## config.mk

```make
export PLATFORM = sky130hd
export DESIGN_NAME = io_bus_arbiter
export DESIGN_NICKNAME = d
export VERILOG_FILES = /design/src/rtl/io_bus_arbiter.sv
export SDC_FILE = /design/constraint.sdc
export NUM_CORES = 1
export LEC_CHECK = 0
export ABC_AREA = 1
export CELL_PAD_IN_SITES_DETAIL_PLACEMENT = 0
export CELL_PAD_IN_SITES_GLOBAL_PLACEMENT = 1
export CORE_ASPECT_RATIO = 1.75
export CORE_MARGIN = 1
export CORE_UTILIZATION = 10
export DETAILED_ROUTE_END_ITERATION = 8
export GPL_ROUTABILITY_DRIVEN = 0
export PLACE_DENSITY = 0.88
export SYNTH_ARGS = -nofsm -noshare
export SYNTH_HDL_FRONTEND = slang
export SYNTH_SLANG_ARGS = --single-unit
```

## constraint.sdc

```tcl
create_clock -name clk -period 2.6 [get_ports clk]
set_input_delay 0.26 -clock clk [delete_from_list [all_inputs] [get_ports clk]]
set_output_delay 0.26 -clock clk [all_outputs]
set_load 0.05 [all_outputs]
```

## src/rtl/io_bus_arbiter.sv

```systemverilog
// Arbitrates the CPU data port and the debug monitor onto the I/O device bus.
// Registered round-robin owner with a monitor lock that holds off the CPU.
module io_bus_arbiter #(
  parameter int AW = 32,
  parameter int DW = 32
) (
  input  logic          clk,
  input  logic          reset,
  input  logic          cpu_req,
  input  logic          cpu_we,
  input  logic [AW-1:0] cpu_addr,
  input  logic [DW-1:0] cpu_wd,
  output logic [DW-1:0] cpu_rd,
  output logic          cpu_ack,
  output logic          cpu_stall,
  input  logic          mon_req,
  input  logic          mon_we,
  input  logic [AW-1:0] mon_addr,
  input  logic [DW-1:0] mon_wd,
  output logic [DW-1:0] mon_rd,
  output logic          mon_ack,
  input  logic          mon_lock,
  output logic          dev_we,
  output logic [AW-1:0] dev_addr,
  output logic [DW-1:0] dev_wd,
  input  logic [DW-1:0] dev_rd
);

  typedef enum logic [1:0] {
    IDLE = 2'd0,
    CPU  = 2'd1,
    MON  = 2'd2
  } own_t;

  own_t state, state_nxt;
  own_t last, last_nxt;

  logic cpu_go, mon_go;
  logic cpu_elig, mon_elig;

  always_ff @(posedge clk) begin
    if (reset) begin
      state <= IDLE;
      last  <= MON;
    end else begin
      state <= state_nxt;
      last  <= last_nxt;
    end
  end

  // Owner only gets the bus while it still holds req; a drop is an abort.
  assign cpu_go = ~reset & (state == CPU) & cpu_req;
  assign mon_go = ~reset & (state == MON) & mon_req;

  always_comb begin
    dev_we   = 1'b0;
    dev_addr = '0;
    dev_wd   = '0;
    cpu_ack  = 1'b0;
    mon_ack  = 1'b0;
    cpu_rd   = '0;
    mon_rd   = '0;
    unique case (1'b1)
      cpu_go: begin
        dev_we   = cpu_we;
        dev_addr = cpu_addr;
        dev_wd   = cpu_wd;
        cpu_ack  = 1'b1;
        cpu_rd   = dev_rd;
      end
      mon_go: begin
        dev_we   = mon_we;
        dev_addr = mon_addr;
        dev_wd   = mon_wd;
        mon_ack  = 1'b1;
        mon_rd   = dev_rd;
      end
      default: ;
    endcase
  end

  assign cpu_stall = cpu_req & ~cpu_ack;

  // A requester acked this cycle is masked so its held req is not regranted.
  assign cpu_elig = cpu_req & ~cpu_ack & ~mon_lock;
  assign mon_elig = mon_req & ~mon_ack;

  always_comb begin
    last_nxt  = last;
    state_nxt = IDLE;
    if (cpu_ack)
      last_nxt = CPU;
    else if (mon_ack)
      last_nxt = MON;
    unique case (1'b1)
      cpu_elig & mon_elig:
        state_nxt = (last == CPU) ? MON : CPU;
      cpu_elig & ~mon_elig:
        state_nxt = CPU;
      mon_elig & ~cpu_elig:
        state_nxt = MON;
      default:
        state_nxt = IDLE;
    endcase
  end

endmodule

```

Yosys cells after proc, flatten, opt, wreduce, memory -nomap -nowiden
Index checks and enable logic that the tools add are counted.

word-level totals
  bits in registers = 4

operators by class
  reductions and logical operators = 1
  equal/unequal tests = 3
  bitwise gates (word level) = 16
  muxes and demuxes = 11

operators by type and width
  cell                                                             count
  32-bit one-hot mux with 2 select lines                           2
  32-bit 2-to-1 mux                                                2
  1-bit AND                                                        10
  2-bit 2-to-1 mux                                                 3
  1-bit inverter                                                   6
  2-bit one-hot mux with 3 select lines                            1
  2-bit by 1-bit == test with 1-bit output, second input constant  2
  2-bit == test, second input constant                             1
  1-bit 2-to-1 mux                                                 2
  1-bit one-hot mux with 2 select lines                            1
  2-bit nonzero test                                               1

Logic depth before layout (Yosys ltp)
  depth in word-level cells = 10
  mapped depth = 7
  gate-level depth less buffers = 6

Worst setup path after synthesis
Ideal clock, no wire load.

  kind = flip-flop to output port
  start = register state[0]
  end = output port mon_rd[10]
  data required time = 2.340 ns
  path buffers = 1
  cell stages (with the launch flop) = 5
  slack = 0.876 ns
  data arrival time = 1.464 ns
  path through = dfxtp_1 nor2_2 nand3_2 clkbuf_1 nor2_1

between the ends
  word-level cells in the longest chain between the ends = 4

ends and longest elaborated chain
  what                      line  text
  start: declaration        35    own_t state, state_nxt;
  start signal: assignment  46    state <= state_nxt;
  2-bit == test             53    assign mon_go = ~reset & (state == MON) & mon_req;
  1-bit AND (2 in a row)    53
  32-bit 2-to-1 mux         63    unique case (1'b1)
  end: declaration          20    output logic [DW-1:0] mon_rd,

Every way passes these cells.

Final worst setup path
  start = input port reset
  end = output port cpu_stall

between the ends
  word-level cells in the longest chain between the ends = 6

ends and longest elaborated chain
  what                    line  text
  start: declaration      8     input logic reset,
  1-bit inverter          52    assign cpu_go = ~reset & (state == CPU) & cpu_req;
  1-bit AND (2 in a row)  52
  1-bit 2-to-1 mux        63
  1-bit inverter          82    assign cpu_stall = cpu_req & ~cpu_ack;
  1-bit AND               82
  end: declaration        15    output logic cpu_stall,

Every way passes these cells.

==> summary.md <==
| Metric | Value |
|---|---|
| VDD IR-drop max | 0.290 mV |
| Cell taking the most area after synthesis | nand2_1 |
| CORE AREA | 13900 um2 |
| Net Sw Frac | 32.7% |
| Layout Nets | 800 |
| Post CTS Setup Buffer Count | 0 |
| Routed vias/inst | 3.81 |
| Placed insts | between 800 and 900 |
| Worst-Skew Late Latency | 0.23 ns |
| Antenna diode count | 0 |
| Die area | 14800 um2 |
| Clk sinks | 4 |
| CP bufs+invs | 4 |
| Post-route setup TNS | 0 ns |
| WP data required | 2.34 ns |
| Wirelength per Cell | roughly 13 um |
| CTS tree | yes |
| Total Power | 0.000927 W |
| Final min period | 2.13 ns |
| Unrepaired setup endpoints after global routing | no |
| Rel. slew slack | 67.1% |
| Leakage power | around 2.8 nW |
| Final Cycle Share | 82.0% |
| CP delay by family, top | buffers and inverters |
| Max cap viols | 0 |
| CTS buffer count | 3 |
| Syn_area_per_cell | 4.16 um2 |
| Critical Path, Cell by Cell | clkdlybuf4s50_1, inv_2, nand3_1, nand2_1, inv_1, clkdlybuf4s50_1 |
| Layout cells sized above 1 | 23.3% |
| Most common cell after layout, fill and taps aside | nand2_1 |
| Most frequent CP cell | clkdlybuf4s50_1 |
| Status | finished, final reports clean |
| Clock tree buffer depth | 2 |
| Highest clock rate | 469 MHz |
| Critical path class | primary input to output port |
| Register share of total power | 7.2% |
| Worst EP arrival | 1.87 ns |
| Top-area cell type share of the netlist area | 52.9% |
| Synthesized net count | 511 |
| H-tree level count | 1 |
| GR Overflow Total | 0 |
| Number of global-route vias before repair | 3179 |
| Post-Layout Cell Count | 808 |
| DRC violations left | 0 |
| Initial antenna violation count | 0 |
| Site row count | 57 |
| Combinational Power Share | 66.3% |
| Fin. max-slew vios | 0 |
| Largest net degree at the start of global routing | 50 |
| Die Ht | between 150 and 200 um |
| Tot GR Track Use | 13.7% |
| Synth warnings | 0 |
| DR pass1 iterations | 4 |
| I/O Pins | around 300 |
| Worst Hold Class | flop to flop |
| Pint | 0.000624 W |
| #FFs+latches synth | 4 |
| Synthesized area | 1430 um2 |
| CTS-repair resized insts | 0 |
| Fraction of the yosys area taken by sequential cells | about 5.6% |
| Critical Path Max Stage Delay | between 0.7 and 0.8 ns |
| CTS clock-pin slew for the worst setup and hold paths | 0.03 ns |
| Initial Util | 10.3% |
| Endpoint type of the worst setup path | output port |
| Die Span X | 92.5 um |
| Remaining antenna violation count | 0 |
| Area contributors post-synth | nand2_1 53%, nor2_1 17%, inv_1 10% |
| Synth cell types | 15 |
| Port-buffer cells | 298 |
| CP Launch Type | primary input |
| # hold bufs at CTS | 0 |
| DPL Wire Length | approximately 9500 um |
| Root buffer cell | clkbuf_16 |
| Final Skew | roughly 0.0036 ns |
| Clock share of power | 26.4% |
| Most frequent cells in the layout | 202 x nand2_1, 167 x clkdlybuf4s50_1, 133 x buf_12 |
| Post-synthesis to final-layout area growth | 317% |
| Final setup fails | 0 |
| Post-Route WL | between 10000 and 15000 um |
| Final Hold Viols | 0 |
| 1st-iter DRT viols | 69 |
| CP max stage cell | clkdlybuf4s50_1 |
| Cells after Synth | 344 |
| Vias after detailed routing | slightly above 3000 |
| Global-route wire length before repair | 15900 um |
| Net Switching | 0.000303 W |
| Pwr dens | 155 nW/um2 |
| Worst-Margin Slew | 0.492 ns |
| Crit path max fanout | 6 |
-- state kept, by name, summed over array words and instances (netlist names) --
signal,flops
last,2
state,2
-- tightest hold or removal path, delay by kind of cell (launching register included) --
family	cells	cell delay (ns)
flip-flops	1	0.31
AND/OR/NAND/NOR	2	0.13
-- routing by layer --
metal	track usage (%)	share of wire, %	up-vias
li1	-	-	1555
met1	13.1	35	1275
met2	26.6	50	232
met3	5.35	13	16
met4	2.98	1.9	0
met5	0	0	-
-- cell type report --
cell class,count,area [um2]
multi-input combinational,277,1080
sequential,4,80.1
tap,177,221
fill,1369,7930
inverter,43,161
timing repair buffer,304,4360
clock buffer,3,75.1
-- cells in the mapped netlist --
| cell | n |
|---|---|
| nand4_4 | 1 |
| nor2_2 | 1 |
| nand3_2 | 1 |
| buf_2 | 8 |
| nand4_1 | 1 |
| nand2_1 | 202 |
| inv_1 | 39 |
| dfxtp_1 | 4 |
| buf_1 | 2 |
| inv_2 | 4 |
| buf_4 | 4 |
| nor2_1 | 65 |
| clkbuf_1 | 4 |
| buf_6 | 2 |
| nand3_1 | 6 |
-- power by group through the flow --
stage	sequential, W	clock [W]	combinational (W)
floorplan	0.0000671	0	0.000187
global placement	0.0000674	0	0.000614
detailed placement	0.0000677	0	0.000618
CTS	0.0000669	0.000247	0.000620
global route	0.0000673	0.000251	0.000646
finish	0.0000670	0.000245	0.000615
-- metrics by stage --
step	utilization [%]	area (um2)	hold slack [ns]	setup slack, ns
2_1_floorplan	-	1430	0.404	0.876
3_3_place_gp	42.4	5900	0.465	0.471
3_5_place_dp	42.4	5900	0.496	0.468
4_1_cts	43.0	5980	0.504	0.463
5_1_grt	43.0	5980	0.531	0.333
6_report	43.0	5980	0.495	0.468
-- final timing paths --
path	start	endpoint	slack [ns]	cells past startpoint
max	reset	cpu_stall	0.47	6
min	last[0]	last[0]	0.49	2
max reg2reg	state[0]	last[1]	1.32	6
min reg2reg	last[0]	last[0]	0.49	2
-- logic make-up (layout without fill, tap and decap cells) --
logic type	after synthesis	after routing	share of synthesized area [%]
and+or+nand+nor	277	277	75.1
buffers and inverters	63	350	19.3
DFF	4	4	5.59
(Power assumes the default switching activity.)
